[config.mk]
export PLATFORM = sky130hd
export DESIGN_NAME = seq_det_prog
export DESIGN_NICKNAME = d
export VERILOG_FILES = /design/src/rtl/seq_det_pkg.sv /design/src/rtl/seq_det_hist.sv /design/src/rtl/seq_det_prog.sv
export SDC_FILE = /design/constraint.sdc
export NUM_CORES = 1
export LEC_CHECK = 0
export BUFFER_PORTS_ARGS = -buffer_cell sky130_fd_sc_hd__buf_4
export CAP_MARGIN = 20
export CORE_AREA = 2 2 64 66
export DETAILED_ROUTE_END_ITERATION = 10
export DIE_AREA = 0 0 66 68
export SLEW_MARGIN = 20
export SYNTH_ARGS = -nofsm -noshare
export SYNTH_HDL_FRONTEND = slang
export SYNTH_SLANG_ARGS = --single-unit
[constraint.sdc]
create_clock -name clk -period 2.4 [get_ports clk]
set_input_delay 0.6 -clock clk [delete_from_list [all_inputs] [get_ports clk]]
set_output_delay 0.6 -clock clk [all_outputs]
set_load 0.005 [all_outputs]
[src/rtl/seq_det_pkg.sv]
// Shared constants and helpers for the programmable serial sequence detector.
package seq_det_pkg;

  // Default maximum pattern length and match counter width.
  localparam int PAT_W_DEF = 5;
  localparam int CNT_W_DEF = 8;

  // Preset for the classic framing marker, first-received bit at the MSB.
  localparam logic [4:0] PAT_00101 = 5'b00101;

  // Clamp a requested pattern length to the physical history depth.
  function automatic int min_len(input int len, input int pat_w);
    return (len > pat_w) ? pat_w : len;
  endfunction

endpackage

[src/rtl/seq_det_hist.sv]
// History shift register, fill counter and masked compare.
// Produces match_next: the value the registered out pulse takes on the next edge.
module seq_det_hist
  import seq_det_pkg::*;
#(
  parameter int PAT_W = PAT_W_DEF,
  parameter int LEN_W = $clog2(PAT_W + 1)
) (
  input  logic             clk,
  input  logic             reset_n,
  input  logic             in,
  input  logic             in_valid,
  input  logic             clr,
  input  logic [PAT_W-1:0] pat,
  input  logic [LEN_W-1:0] len,
  input  logic             ovl,
  output logic             match_next
);

  logic [PAT_W-1:0] hist;
  logic [LEN_W-1:0] fill;
  logic [PAT_W-1:0] hist_shift;
  logic [LEN_W-1:0] fill_inc;
  logic [PAT_W-1:0] mask;

  // Post-shift history, saturating fill, compare mask and match decision.
  // A clr cycle (configuration load) discards any bit offered in that cycle.
  always_comb begin
    hist_shift = (hist << 1) | PAT_W'(in);
    fill_inc   = (fill == LEN_W'(PAT_W)) ? fill : fill + LEN_W'(1);
    mask       = '0;
    for (int i = 0; i < PAT_W; i++) begin
      mask[i] = (i < int'(len));
    end
    match_next = in_valid && !clr && (len != '0) && (fill_inc >= len) &&
                 (((hist_shift ^ pat) & mask) == '0);
  end

  // Shift in valid bits; a non-overlapping match restarts the fill count.
  always_ff @(posedge clk or negedge reset_n) begin
    if (!reset_n) begin
      hist <= '0;
      fill <= '0;
    end else if (clr) begin
      hist <= '0;
      fill <= '0;
    end else if (in_valid) begin
      hist <= hist_shift;
      fill <= (match_next && !ovl) ? '0 : fill_inc;
    end
  end

endmodule

[src/rtl/seq_det_prog.sv]
// Runtime-programmable serial sequence detector (top level).
// Optional feature: define SEQ_DET_CNT_EN to build the saturating match_cnt
// output; without it cnt_clr is accepted and ignored.
// Stream handshake: in is consumed on every rising edge where in_valid is high
// and cfg_load is low; there is no backpressure, the stream is never stalled.
module seq_det_prog
  import seq_det_pkg::*;
#(
  parameter int PAT_W = PAT_W_DEF,
  parameter int CNT_W = CNT_W_DEF,
  parameter int LEN_W = $clog2(PAT_W + 1)
) (
  input  logic             clk,
  input  logic             reset_n,
  input  logic             in,
  input  logic             in_valid,
  input  logic             cfg_load,
  input  logic [PAT_W-1:0] cfg_pattern,
  input  logic [LEN_W-1:0] cfg_len,
  input  logic             cfg_overlap,
  input  logic             cnt_clr,
`ifdef SEQ_DET_CNT_EN
  output logic [CNT_W-1:0] match_cnt,
`endif
  output logic             out
);

  logic [PAT_W-1:0] pat;
  logic [LEN_W-1:0] len;
  logic             ovl;
  logic             match_next;

  // Latch configuration; len = 0 after reset keeps the detector idle.
  always_ff @(posedge clk or negedge reset_n) begin
    if (!reset_n) begin
      pat <= '0;
      len <= '0;
      ovl <= 1'b1;
    end else if (cfg_load) begin
      pat <= cfg_pattern;
      len <= LEN_W'(min_len(int'(cfg_len), PAT_W));
      ovl <= cfg_overlap;
    end
  end

  seq_det_hist #(
    .PAT_W (PAT_W),
    .LEN_W (LEN_W)
  ) u_hist (
    .clk        (clk),
    .reset_n    (reset_n),
    .in         (in),
    .in_valid   (in_valid),
    .clr        (cfg_load),
    .pat        (pat),
    .len        (len),
    .ovl        (ovl),
    .match_next (match_next)
  );

  // Registered one-cycle match pulse, cleared by a configuration load.
  always_ff @(posedge clk or negedge reset_n) begin
    if (!reset_n) begin
      out <= 1'b0;
    end else if (cfg_load) begin
      out <= 1'b0;
    end else begin
      out <= match_next;
    end
  end

`ifdef SEQ_DET_CNT_EN
  // Saturating match counter; a clear beats a simultaneous match.
  always_ff @(posedge clk or negedge reset_n) begin
    if (!reset_n) begin
      match_cnt <= '0;
    end else if (cnt_clr) begin
      match_cnt <= '0;
    end else if (match_next && (match_cnt != '1)) begin
      match_cnt <= match_cnt + CNT_W'(1);
    end
  end
`else
  // Counter not built: cnt_clr is intentionally left without effect.
  logic [CNT_W:0] unused_cnt;
  assign unused_cnt = {(CNT_W + 1){cnt_clr}};
`endif

endmodule

==> results.md <==
- Worst-margin pin slew: 250 ps
- Antenna-violating nets left: 0
- Final setup violating endpoints: 0
- Worst Path Arrival: 2110 ps
- Synth Warn #: 0
- Filler Cell Count: 420
- PostCTS Resize Cnt: 0
- Crit-path cells: inv_1 > ha_1 > nand2_1 > xnor2_1 > ha_1 > o21ai_0 > a21oi_1 > nand3b_2 > a32o_2
- Max Clock Skew: 2.40 ps
- CTS H-tree lvls: 1
- Most common cell after layout, fill and taps aside: dfrtp_1
- 1st-iter DRT viols: 13
- WS Path Type: reg -> reg
- First-pass GRT wire length: 2.78 mm
- PD cells: 592 nW/um^2
- Vias in the first global route: 635
- Number of synthesized flops with an enable pin: 0
- Status: finished clean
- Row count: 23
- FF-to-FF End: u_hist.fill[1]$_DFFE_PN0P_
- Mapped Cells: 83
- Worst Setup SP: u_hist.fill[1]$_DFFE_PN0P_
- GRT Total Usage: 7.93%
- Area grow syn2layout: 22.1%
- Setup TNS: 0 ps
- Worst r2r src: u_hist.fill[1]$_DFFE_PN0P_
- Sw Ratio: 25.7%
- Yosys top cell by area: dfrtp_1
- Placed cell area: 1060 sq um
- Final core utilization: 28.7%
- TritonCTS clock tree: yes
- Largest net degree at the start of global routing: 19
- Crit start category: flop
- Max Slew Vio Count: 0
- Largest family of logic cells by synthesized area: simple AND/OR/NAND/NOR gates
- Net Sw Power: 0.168 mW
- Final worst path period need: 1970 ps
- Cells after DPL: 144
- Finished Layout Cells: 148
- Post-synthesis simple-gate area fraction: 12.8%
- N_diodes: 0
- Reg2Reg Setup Slack: 430 ps
- Primary FF master, synth: dfrtp_1
- Post-detail-place hpwl: 1.32 mm
- Rel. slew slack: 83.2%
- Initial antenna violation count: 0
- Crit path buffers/inverters: 1
- XOR/XNOR Fraction of Synth Area: 7.45%
- Crit path max-delay cell type: dfrtp_1
- Top cells by area, synth: dfrtp_1 44%, mux2_2 7.4%, ha_1 6.9%, nor2_1 5.4%, mux2i_1 4.4%
- Synth top area share: 44.1%
- Clock power share: 32.7%
- Die H: 68 um
- Vias per std cell: 4.47
- Crit path top cell by count: ha_1
- Root buffer cell: clkbuf_8
- Post-synthesis compound-gate area fraction: 10.9%
- Max Cap Violations: 0
- Adder-cell share of the synthesized area: 6.90%
- Post-Syn Area: 907 sq um
- Register share of total power: 50.0%
- Leak: 0.515 nW
- Routed via count: 662
- Detailed Route WL: 1.66 mm
- Crit path max-delay family: compound AO/OA/AOI/OAI gates
- Final instance area: 1110 sq um
- Fin nets: 119
- FMAX: 0.508 GHz
- Die W: 66 um
- Commonest cells after routing, fill and taps aside: 16 x dfrtp_1, 14 x buf_4, 13 x nor2_1, 6 x mux2_2, 5 x ha_1
- Core area: 3860 sq um
- Layout cells sized above 1: 32.7%
- Max layer used: met4
- Pre-antenna DRT Iters: 6
- DR WL met3: 59 um
- M1 WL: 730 um
- Number of library cell types mapped by synthesis: 26
- Clk buf depth: 2
- Hold Buf Count CTS: 0
- DR WL met2: 851 um
- Clk_lat worst skew: 250 ps
- Hold Vio Cnt, Final: 0
- Port bufs: 14
- I/O pin total: 16
- Hold slack: 203 ps
- WL/cell: 11.2 um
- Crit. End Element: flop
- CP peak stage delay: 410 ps
- Seq/Total Area, Yosys: 47.0%
- Gate power share: 17.3%
- Gr ovfl total: 0
- P_int: 0.487 mW
- Post-synthesis async set-or-reset flop share: 100%
- Worst reg2reg path depth: 9
- Remaining DRCs: 0
- Syn_area_per_cell: 10.9 sq um
- Clock Sinks: 17
- # Post-CTS Setup Buffers: 0
- Critical path fanouts, max: 4
- Syn Nets: 103
- Clock transition at path regs: 70 ps
- Mux cell area share after synthesis: 11.9%
- Effective utilization at floorplan: 23.5%
- Total die area: 4490 sq um
- Placer Congestion: 0.678
- Maximum VDD drop: 0.000155 V
- TritonCTS Buffers: 3
- CP Data Required Time: 2540 ps
- Yosys reg bits: 17
- Fin crit share: 82.0%
- Hold WC Path Type: in -> async
- RSZ-0062 raised after global routing: no
worst max path at each step:
stage,to,slack [ps],cells past startpoint
6_report,u_hist.fill[1]$_DFFE_PN0P_,430,9
5_1_grt,u_hist.fill[2]$_DFFE_PN0P_,290,9
4_1_cts,u_hist.fill[1]$_DFFE_PN0P_,430,9
3_5_place_dp,u_hist.fill[1]$_DFFE_PN0P_,440,9
3_3_place_gp,u_hist.fill[1]$_DFFE_PN0P_,500,9
2_1_floorplan,u_hist.fill[1]$_DFFE_PN0P_,600,9
per-stage QoR:
step                worst slack, ps  power, mW
global route                    294      0.689
finish                          431      0.656
detailed placement              443      0.450
floorplan                       595      0.408
global placement                505      0.444
CTS                             429      0.661
cell usage after synthesis (2+ instances only):
cell type	n
a32o_2	2
a21oi_1	4
mux2i_1	4
nor2b_1	2
xnor2_2	2
inv_1	4
mux2_2	6
dfrtp_1	16
nand2_1	4
ha_1	5
nor2_1	13
xnor2_1	4
o21ai_0	4
state kept, by name, summed over array words and instances, names as in the netlist:
signal and count:
pat 5, ovl 1, u_hist.fill 3, out 1, u_hist.hist 4, len 3
cells by family after synthesis:
logic type	Yosys count
simple gates	24
flops	17
xor+xnor	6
fa+ha+maj	5
mux	10
buf+inv	7
compound gates	14
worst register-to-register path: cells and delay by family, from the launching register on:
| family | cells | cell delay, ps |
|---|---|---|
| AO/OA/AOI/OAI | 3 | 540 |
| flip-flops | 1 | 410 |
| buffers and inverters | 1 | 70 |
| XOR/XNOR | 1 | 180 |
| AND/OR/NAND/NOR | 2 | 220 |
| adder cells (fa/ha/maj) | 2 | 440 |
power groups by stage:
stage	sequential, mW	combinational [mW]	clock [mW]
after CTS	0.328	0.116	0.217
after floorplan	0.329	0.0796	0
after global routing	0.331	0.131	0.227
final	0.328	0.113	0.214
after detailed placement	0.334	0.116	0
after global placement	0.332	0.112	0
area by class of cell:
cell class / count / area (sq um) / share of cell area, %
tap: 50 / 62.6 / 5.65
clock buffer: 4 / 45.0 / 4.07
multi-input combinational: 59 / 453 / 40.9
sequential: 17 / 427 / 38.5
timing repair buffer: 14 / 105 / 9.49
inverter: 4 / 15.0 / 1.36
metal layers:
metal / track usage [%] / up-vias
li1: - / 320
met3: 1.32 / 2
met5: 0 / -
met2: 14.0 / 9
met1: 9.71 / 331
met4: 3.06 / 0
Power figures use the tool's default switching activity.
